<file path="src/rtl/valve_seq_exec.sv">
// valve_seq_exec: clocked valve-control instruction decode/execute unit.
// Ports:
//   clk, rst_n             clock, asynchronous active-low reset
//   ins, ins_valid         instruction {op, vidx, delay, unit, flag} and its valid
//   ins_ready              high in IDLE; an instruction is accepted on ins_valid & ins_ready
//   step, resume           debug-delay step pulse, HALT release pulse
//   valve_state            registered valve outputs
//   pc_advance             one-cycle pulse when an instruction retires
//   busy, halted, err      in WAIT, in HALT, sticky illegal-instruction flag
module valve_seq_exec #(
    parameter int VIDX_W     = 4,
    parameter int NUM_VALVES = 16,
    parameter int DELAY_W    = 10,
    parameter int TICK_DIV   = 100,
    parameter int NUM_UNITS  = 6,
    localparam int INS_W     = 3 + VIDX_W + DELAY_W + 3 + 1
) (
    input  logic                  clk,
    input  logic                  rst_n,
    input  logic [INS_W-1:0]      ins,
    input  logic                  ins_valid,
    output logic                  ins_ready,
    input  logic                  step,
    input  logic                  resume,
    output logic [NUM_VALVES-1:0] valve_state,
    output logic                  pc_advance,
    output logic                  busy,
    output logic                  halted,
    output logic                  err
);
    function automatic int pow10(input int u);
        int r;
        r = 1;
        for (int i = 0; i < NUM_UNITS + 1; i++)
            if (i < u) r = r * 10;
        return r;
    endfunction

    localparam int PRE_W  = TICK_DIV > 1 ? $clog2(TICK_DIV) : 1;
    localparam int UCNT_W = NUM_UNITS > 1 ? $clog2(pow10(NUM_UNITS - 1)) : 1;

    typedef enum logic [1:0] {IDLE, WAIT, HALT} state_t;

    state_t                state, state_n;
    logic [2:0]            op, unit;
    logic [VIDX_W-1:0]     vidx;
    logic [DELAY_W-1:0]    dly, rem;
    logic                  flag, acc, bad, timed, tick, done, cur_dbg;
    logic [PRE_W-1:0]      pre;
    logic [UCNT_W-1:0]     ucnt, ulim;
    logic [NUM_VALVES-1:0] sel, pulse_mask;

    assign {op, vidx, dly, unit, flag} = ins;

    always_comb begin
        acc   = ins_valid && state == IDLE;
        bad   = op > 3'd4 || 32'(vidx) >= NUM_VALVES || 32'(unit) >= NUM_UNITS;
        timed = (op == 3'd2 || op == 3'd3) && dly != '0;
        sel   = NUM_VALVES'(1) << vidx;
        tick  = pre == PRE_W'(TICK_DIV - 1);
        // Timed completion lands on the last base tick of the last unit of the last count.
        done  = state == WAIT && (cur_dbg ? step : tick && ucnt == ulim && rem == DELAY_W'(1));
    end

    always_ff @(posedge clk or negedge rst_n)
        if (!rst_n) state <= IDLE;
        else        state <= state_n;

    always_comb begin
        state_n = state == IDLE ? (acc && !bad ? (op == 3'd0 ? HALT : timed ? WAIT : IDLE) : IDLE)
                : state == WAIT ? (done ? IDLE : WAIT)
                : (resume ? IDLE : HALT);
    end

    always_comb begin
        ins_ready = state == IDLE;
        busy      = state == WAIT;
        halted    = state == HALT;
    end

    always_ff @(posedge clk or negedge rst_n) begin
        if (!rst_n) begin
            valve_state <= '0;
            pc_advance  <= 1'b0;
            err         <= 1'b0;
            pre         <= '0;
            ucnt        <= '0;
            ulim        <= '0;
            rem         <= '0;
            cur_dbg     <= 1'b0;
            pulse_mask  <= '0;
        end else begin
            pc_advance <= 1'b0;
            if (acc) begin
                if (bad) begin
                    err        <= 1'b1;
                    pc_advance <= 1'b1;
                end else if (op == 3'd0 || op == 3'd1) begin
                    valve_state <= flag ? valve_state | sel : valve_state & ~sel;
                    pc_advance  <= op == 3'd1;
                end else if (op == 3'd4) begin
                    valve_state <= '0;
                    pc_advance  <= 1'b1;
                end else if (!timed) begin
                    pc_advance <= 1'b1;
                end else begin
                    rem         <= dly;
                    pre         <= '0;
                    ucnt        <= '0;
                    ulim        <= UCNT_W'(pow10(int'(unit)) - 1);
                    cur_dbg     <= flag;
                    pulse_mask  <= op == 3'd3 ? sel : '0;
                    valve_state <= op == 3'd3 ? valve_state | sel : valve_state;
                end
            end
            if (state == WAIT) begin
                pre <= tick ? '0 : pre + 1'b1;
                if (tick) begin
                    ucnt <= ucnt == ulim ? '0 : ucnt + 1'b1;
                    if (ucnt == ulim) rem <= rem - 1'b1;
                end
                if (done) begin
                    pc_advance  <= 1'b1;
                    valve_state <= valve_state & ~pulse_mask;
                end
            end
            if (state == HALT && resume) pc_advance <= 1'b1;
        end
    end
endmodule
</file>
<file path="config.mk">
export PLATFORM = sky130hd
export DESIGN_NAME = valve_seq_exec
export DESIGN_NICKNAME = d
export VERILOG_FILES = /design/src/rtl/valve_seq_exec.sv
export SDC_FILE = /design/constraint.sdc
export NUM_CORES = 1
export LEC_CHECK = 0
export BUFFER_PORTS_ARGS = -buffer_cell sky130_fd_sc_hd__buf_2
export CAP_MARGIN = 20
export CORE_AREA = 2 2 150 152
export DETAILED_ROUTE_END_ITERATION = 12
export DIE_AREA = 0 0 152 154
export MAX_ROUTING_LAYER = met4
export PLACE_DENSITY = 0.49
export SETUP_SLACK_MARGIN = 0.3
export SYNTH_ARGS = -nofsm -noshare
export SYNTH_HDL_FRONTEND = slang
export SYNTH_SLANG_ARGS = --single-unit
</file>
<file path="constraint.sdc">
create_clock -name clk -period 3.2 [get_ports clk]
set_input_delay 0.8 -clock clk [delete_from_list [all_inputs] [get_ports clk]]
set_output_delay 0.8 -clock clk [all_outputs]
set_load 0.02 [all_outputs]
</file>
# Word-level counts from Yosys, hierarchy flattened
# Index checks and enable logic that the tools add are counted.
# word_totals
regBits	88
inputBits	26
out_inout_bits	21
# op_classes
mux	91
bitwise_logic	8
n_eq_ne	12
add_sub_neg	4
n_shift	1
magnitude_cmp	9
n_reduce_logical	19
n_mul	6
# ops
operator	n
two-way mux 32 bit	35
two-way mux 17 bit	14
multiplier 32 x 4 -> 31 bit, second input constant	5
two-way mux 16 bit	10
two-way mux 10 bit	8
two-way mux 7 bit	7
AND 16 bit	2
multiplier 32 x 4 -> 16 bit, second input constant	1
NOT 16 bit	2
adder 17 x 1 -> 17 bit, second input constant	1
equality test 17 bit	1
subtractor 17 x 2 -> 17 bit, second input constant	1
OR 16 bit	1
left shift 1 x 4 -> 16 bit, first input constant	1
two-way mux 1 bit	11
equality test 10 x 1 -> 1 bit, second input constant	1
two-way mux 2 bit	5
AND reduction 5 bit	2
nonzero test 10 bit	1
subtractor 10 x 1 -> 10 bit, second input constant	1
less-than comparator 3 bit, first input constant	3
adder 7 x 1 -> 7 bit, second input constant	1
equality test 7 bit, second input constant	1
logical AND 1 bit	7
other kinds (18)	28

# Longest topological paths before layout
# Gate-level depths: netlist of the first run.
# depth
word_depth	51
depth_mapped	21
depth_no_buf	20

# Least setup slack after synthesis of the first run
# No wires, ideal clock.
# synth_timing
kind	input -> register
from	in ins[3]
to	reg ulim[16]
setup_slack_ns	-1.582
setup_time_ns	0.121
t_arrival_ns	4.661
cell_stages	19
path_buffers	4
path_cell_list	buf_2 > clkbuf_1 > clkbuf_1 > clkbuf_1 > nor3b_1 > ha_1 > nor2b_1 > o311ai_1 > nand3_1 > a41oi_1 > xnor2_1 > and2_1 > ha_1 > ha_1 > o21ai_0 > o21ai_0 > a221oi_1 > xor2_1 > a22o_1
# synth_between
elab_chain_len	50
word_cells_on_any_way	60
# synth_rtl
item	line	text
start: declaration	20	input logic [INS_W-1:0] ins,
less-than comparator 1 x 3 -> 1 bit	35	if (i < u) r = r * 10;
two-way mux 4 bit	35	
two-way mux 32 bit	104	end else if (!timed) begin
two-way mux 32 bit	101	end else if (op == 3'd4) begin
two-way mux 32 bit	98	end else if (op == 3'd0 || op == 3'd1) begin
two-way mux 32 bit	95	if (bad) begin
two-way mux 32 bit	94	if (acc) begin
multiplier 32 x 4 -> 31 bit	35	
[... 34 more ...]	-	
multiplier 32 x 4 -> 16 bit	35	
two-way mux 17 bit	35	
two-way mux 17 bit	104	
two-way mux 17 bit	101	
two-way mux 17 bit	98	
two-way mux 17 bit	95	
two-way mux 17 bit	94	
subtractor 17 x 2 -> 17 bit	110	ulim <= UCNT_W'(pow10(int'(unit)) - 1);
end signal: assignment	110	
end: declaration	50	logic [UCNT_W-1:0] ucnt, ulim;
# Several ways; a longest one is shown, not always the timed one. The select of a mux whose other input is x is not followed.
# A chain may end at the register's enable or synchronous reset.

# Worst setup path after layout of the first run
# layout_timing
from	in ins[3]
to	reg ulim[6]
# Same word-level chain as after synthesis.

==> results of run 1 <==
## metal layers
metal  GRT usage [%]  vias up  share of wire [%]  wire length [um]
met5               -        -                  0                 0
met4            2.67        0               0.79               136
met3            2.82       13                3.3               569
met2            24.8       76                 47              8090
met1            20.7     2737                 49              8480
li1                -     2899                  -                 -
## flip-flops by register name, indices dropped and copies added (netlist names)
register / flops
rem: 10
state: 2
err: 1
ucnt: 17
ulim: 17
valve_state: 16
pulse_mask: 16
pc_advance: 1
pre: 7
cur_dbg: 1
## cell usage in the layout, fill, tap and decap left out, types with 18 or more instances in the layout
master	instances
nor3_1	18
buf_4	87
dfrtp_1	88
nor2_1	55
ha_1	39
nand4_1	18
o21ai_0	74
nand3_1	38
inv_1	33
nand2_1	77
buf_2	42
a32o_1	18
## cell type report
class	instances	area share, %
multi-input combinational	583	51.9
inverter	38	1.76
sequential	88	26.3
clock buffer	9	2.69
clock inverter	7	0.837
tap	280	4.19
timing repair buffer	141	12.3
## power breakdown
group	switching (mW)	internal, mW	total (mW)	leakage, nW
Clock	0.457	0.606	1.06	0.146
Combinational	0.747	0.699	1.45	2.45
Sequential	0.230	1.35	1.58	1.16
## synthesized netlist by cell type (6+ instances only)
cell | count | area, um^2
xor2_1 | 18 | 158
o221a_2 | 8 | 90.1
mux2i_1 | 6 | 60.1
and2_1 | 14 | 87.6
nand2_1 | 78 | 293
clkbuf_1 | 23 | 86.3
a21oi_1 | 22 | 110
and3_1 | 9 | 56.3
nor3_1 | 18 | 90.1
ha_1 | 53 | 663
inv_1 | 36 | 135
buf_2 | 9 | 45.0
nand3_1 | 38 | 190
nor2b_1 | 9 | 56.3
nand4_1 | 18 | 113
a21o_1 | 6 | 45.0
xnor2_1 | 20 | 175
nor2_1 | 58 | 218
nand2b_1 | 11 | 68.8
dfrtp_1 | 88 | 2200
o21ai_0 | 79 | 395
a32o_1 | 18 | 180
mux2_2 | 10 | 113
a31oi_1 | 6 | 37.5
## worst paths after layout
kind | start | endpoint | slack (ps)
worst max-delay path | ins[3] | ulim[6]$_DFFE_PN0P_ | -680
worst max register to register | pre[0]$_DFFE_PN0P_ | rem[9]$_DFF_PN0_ | 580
min in group clk | pulse_mask[7]$_DFFE_PN0P_ | pulse_mask[7]$_DFFE_PN0P_ | 480
max in group asynchronous | rst_n | valve_state[4]$_DFF_PN0_ | 2140
worst min-delay path | rst_n | rem[4]$_DFF_PN0_ | 390
worst min register to register | pulse_mask[7]$_DFFE_PN0P_ | pulse_mask[7]$_DFFE_PN0P_ | 480
## metrics by stage
step / cell area, um^2 / util [%] / TNS, ps / hold slack [ps]
floorplan: 6790 / - / -5520 / 443
global placement: 7750 / 35.8 / -6800 / 465
detailed placement: 7770 / 35.8 / -7000 / 465
CTS: 8250 / 38.1 / -3650 / 410
global route: 8370 / 38.6 / -4820 / 425
finish: 8370 / 38.6 / -3860 / 394
## cells by family after synthesis
logic type | Yosys count
adder cells (fa/ha/maj) | 56
AO/OA/AOI/OAI | 176
buffers and inverters | 77
XOR/XNOR | 38
AND/OR/NAND/NOR | 286
flip-flops | 88
other | 2
multiplexers | 20
## what timing repair did
| action | 4_1_cts | 5_1_grt |
|---|---|---|
| gates resized for setup | 30 | 18 |
| pin swaps | 32 | 18 |
| endpoints found under the setup margin | 8 | 20 |
| buffers inserted | 5 | 6 |
==> flow_summary.yaml, run 1 <==
cells_and_area:
  fillers: 2215
  drive_gt1_share_pct: 28.8
  antenna_cells: 0
  area_delta_synth_final_pct: 29.1
  regArea_um2: 2200
  instances_no_fill: 1146
  layout.nets: 943
  multi_input_area_um2: 4350
sta:
  rsz0062_at_grt: "yes"
  fmax_mhz: 258
  hold_viol: 0
  fin_ws_ps: -678
  post-route-period-util_pct: 121
  setup_viol: 7
  worst_slew_pin_slew_ps: 730
  max_slew_margin_pct: 51.4
  clock-skew-final_ps: 10.9
  min_period_ps: 3880
  drv_slew: 0
worst_setup_path:
  crit_slowest_cell: "fa_1"
  reg2reg_depth: 7
  cp_max_fo: 5
  required_ps: 3430
  cp.depth: 18
  path_class: "primary input to register"
  max_stage_delay_ps: 410
  crit_path_cell_trace: "buf_12, nor2_4, and2_4, ha_4, ha_4, nand2_2, a21boi_2, ha_1, inv_2, fa_1, o21ai_2, ha_1, ha_4, xor2_2, buf_4, nor2_2, or3_4, o21a_1"
  end_kind: "register"
  arrival_ps: 4110
  cp-start-kind: "primary input"
  timing.critical_path.mode_cell: "ha_4"
  cp_num_buf_inv: 3
  crit_family: "adder cells"
clock_tree:
  cts_buffers: 9
  root_buffer: "clkbuf_16"
  clock_path_buffers: 2
  clock-sinks: 88
  cts_max_level: 3
  cts_hold_buf: 0
  cts_tree: "yes"
  clkTransAtPathRegs_ps: 70
  clock_latency_ps: 350
place:
  dp.cells: 1119
  dp_hpwl_um: 12800
  place_ws_ps: -1110
  io_buffers: 46
  gp_congestion: 0.798
floorplan:
  fp-row-count: 54
  dieArea_um2: 23400
  chipHeight_um: 154
  die_width_um: 152
  core-area_um2: 21700
  start_util_pct: 29.9
  ios: 47
synthesis:
  yosysSeqAreaShare_pct: 34.0
  mappedNetlistArea_um2: 6480
  synth_edf_count: 0
  yosys.area_share.simple_pct: 22.3
  synthesis.instances: 743
  avgSynthCellArea_um2: 8.72
  synth-async-reset-ratio_pct: 100
  ys_ff_latch: 88
  ys_warn_count: 0
  synth-main-ff-cell: "dfrtp_1"
  synthMuxAreaShare_pct: 3.47
  synth_top_family_by_area: "simple AND/OR/NAND/NOR gates"
  netlist-cell-type-count: 73
  synth_fa_ha_area_share_pct: 11.2
  synth_compound_area_share_pct: 18.4
  synthXorXnorAreaFrac_pct: 5.13
routing:
  drtPass1Iterations: 5
  initialDrtViolationCount: 238
  route.detailed.drc: 0
  antenna_left: 0
  vias: 5725
  wl_um: 17300
  routedWlPerCell_um: 15.1
  viasPerCell: 5.00
hold_path:
  min_path_type: "primary input to async pin"
global_route:
  antenna_found_initial: 0
  grt_usage_pct: 15.4
  grt_pass1_wl_um: 28900
  grt_pass1_vias: 5625
  grt_max_degree: 35
  grt_overflow_total: 0
power:
  p_leak_nw: 3.76
  powerDensity_nw_per_um2: 489
  ir_worst_vdd_mv: 0.223
  power_mw: 4.09
outcome:
  failed_checks: "setup timing"
  status: "complete, but fails checks"
run:
  maxCapViolations: 0
No activity file was read; power rests on OpenSTA's default activity.
==> inputs of run 2 (changes only) <==
--- a/config.mk
+++ b/config.mk
@@ -13,6 +13,7 @@
 export MAX_ROUTING_LAYER = met4
 export PLACE_DENSITY = 0.49
 export SETUP_SLACK_MARGIN = 0.3
+export SKIP_CTS_REPAIR_TIMING = 1
 export SYNTH_ARGS = -nofsm -noshare
 export SYNTH_HDL_FRONTEND = slang
 export SYNTH_SLANG_ARGS = --single-unit
==> run 2 against run 1 <==
Effect of this change: the run still ends with setup timing left; worst hold slack is essentially flat; register-to-register slack is essentially flat; sequential power barely moved; flip-flop and latch count stayed put; cell count shrank 0.44%; largest cell class unchanged; largest power group unchanged.
==> flow_summary.yaml, run 2 (synthesis gave the netlist of run 1 again) <==
place:
  dp_hpwl_um: 12800
  gp_congestion: 0.798
  io_buffers: 46
routing:
  vias: 5715
  antenna_left: 0
  drtPass1Iterations: 4
  route.detailed.drc: 0
  viasPerCell: 5.01
  wl_um: 17300
  initialDrtViolationCount: 245
  routedWlPerCell_um: 15.2
clock_tree:
  clock_path_buffers: 2
  clkTransAtPathRegs_ps: 70
  clock-sinks: 88
  root_buffer: "clkbuf_16"
  cts_buffers: 9
  cts_tree: "yes"
  clock_latency_ps: 350
  cts_max_level: 3
worst_setup_path:
  max_stage_delay_ps: 410
  crit_family: "adder cells"
  cp.depth: 18
  cp_max_fo: 4
  path_class: "primary input to register"
  crit_path_cell_trace: "buf_8, nor2_4, and2_4, ha_4, ha_4, nand2_2, a21boi_2, ha_1, inv_2, fa_1, o21ai_2, ha_1, ha_4, xor2_2, buf_4, nor2_2, or3_4, o21a_1"
  r2r_slack_ps: 590
  required_ps: 3430
  reg2reg_to: "rem[9]$_DFF_PN0_"
  reg2reg_depth: 7
  endpoint: "ulim[6]$_DFFE_PN0P_"
  end_kind: "register"
  arrival_ps: 4130
  cp-start-kind: "primary input"
  timing.rr.start: "pre[0]$_DFFE_PN0P_"
  timing.critical_path.mode_cell: "ha_4"
  cp_num_buf_inv: 3
  crit_slowest_cell: "fa_1"
  critPathLaunch: "ins[2]"
global_route:
  grt_max_degree: 35
  grt_pass1_wl_um: 28700
  antenna_found_initial: 0
  grt_pass1_vias: 5623
  grt_overflow_total: 0
  grt_usage_pct: 15.4
hold_path:
  min_path_type: "primary input to async pin"
sta:
  rsz0062_at_grt: "yes"
  fmax_mhz: 256
  hold_viol: 0
  setup-tns-final_ps: -3970
  max_slew_margin_pct: 51.5
  drv_slew: 0
  fin_ws_ps: -700
  post-route-period-util_pct: 122
  setup_viol: 7
  worst_slew_pin_slew_ps: 728
  min_period_ps: 3900
  clock-skew-final_ps: 11.0
cells_and_area:
  final_cell_mix: "88 x dfrtp_1, 81 x buf_4, 77 x nand2_1"
  layout.nets: 938
  area_delta_synth_final_pct: 28.5
  antenna_cells: 0
  top_regs: "ucnt: 17 flops, ulim: 17 flops"
  final_common_cell: "dfrtp_1"
  drive_gt1_share_pct: 28.6
power:
  powerDensity_nw_per_um2: 491
  ir_worst_vdd_mv: 0.223
  p_leak_nw: 3.71
  power_mw: 4.09
outcome:
  failed_checks: "setup timing"
  status: "complete, but fails checks"
floorplan:
  chipHeight_um: 154
  core-area_um2: 21700
  ios: 47
  dieArea_um2: 23400
  start_util_pct: 29.9
  die_width_um: 152
  fp-row-count: 54
run:
  maxCapViolations: 0
run 2: cell types whose count changed in the layout (fill, tap and decap cells not counted), sizes merged:
cell,change
buf,-5
run 2: where the power goes:
group | leakage, nW | internal (mW) | switching (mW)
Sequential | 1.16 | 1.35 | 0.231
Clock | 0.146 | 0.606 | 0.460
Combinational | 2.41 | 0.698 | 0.748
Total | 3.71 | 2.66 | 1.44
run 2: area by class of cell:
class,count,area [um^2]
fill,2214,13400
multi-input combinational,583,4350
sequential,88,2200
timing repair buffer,136,986
tap,280,350
clock buffer,9,225
inverter,38,148
clock inverter,7,70.1
run 2: metrics by stage:
step           setup slack (ps)  utilization [%]  hold slack [ps]  cells  cell area [um^2]
2_1_floorplan              -982                -              443    748              6790
4_1_cts                    -742             37.2              410   1135              8060
6_report                   -700             38.4              394   1141              8330
3_5_place_dp              -1110             35.8              465   1119              7770
3_3_place_gp              -1050             35.8              465   1118              7750
5_1_grt                    -806             38.4              425   1141              8330
run 2: worst reg2reg max path, delay by kind of cell (launching register included):
family,cells,cell delay [ps]
and+or+nand+nor,4,1240
DFF,1,390
adders and majority gates,1,240
AOI/OAI and AO/OA,1,250
muxes,1,390
run 2: how the worst min path moves through the flow:
stage | end
floorplan | pulse_mask[13]$_DFFE_PN0P_
global placement | pulse_mask[6]$_DFFE_PN0P_
detailed placement | pulse_mask[6]$_DFFE_PN0P_
CTS | rem[4]$_DFF_PN0_
global route | rem[4]$_DFF_PN0_
finish | rem[4]$_DFF_PN0_
run 2: routing by layer:
layer | wire (um) | vias up | track usage (%)
met5 | 0 | - | -
met3 | 451 | 11 | 2.82
met1 | 8620 | 2759 | 20.5
met4 | 131 | 0 | 2.67
met2 | 8140 | 58 | 24.7
li1 | - | 2887 | -
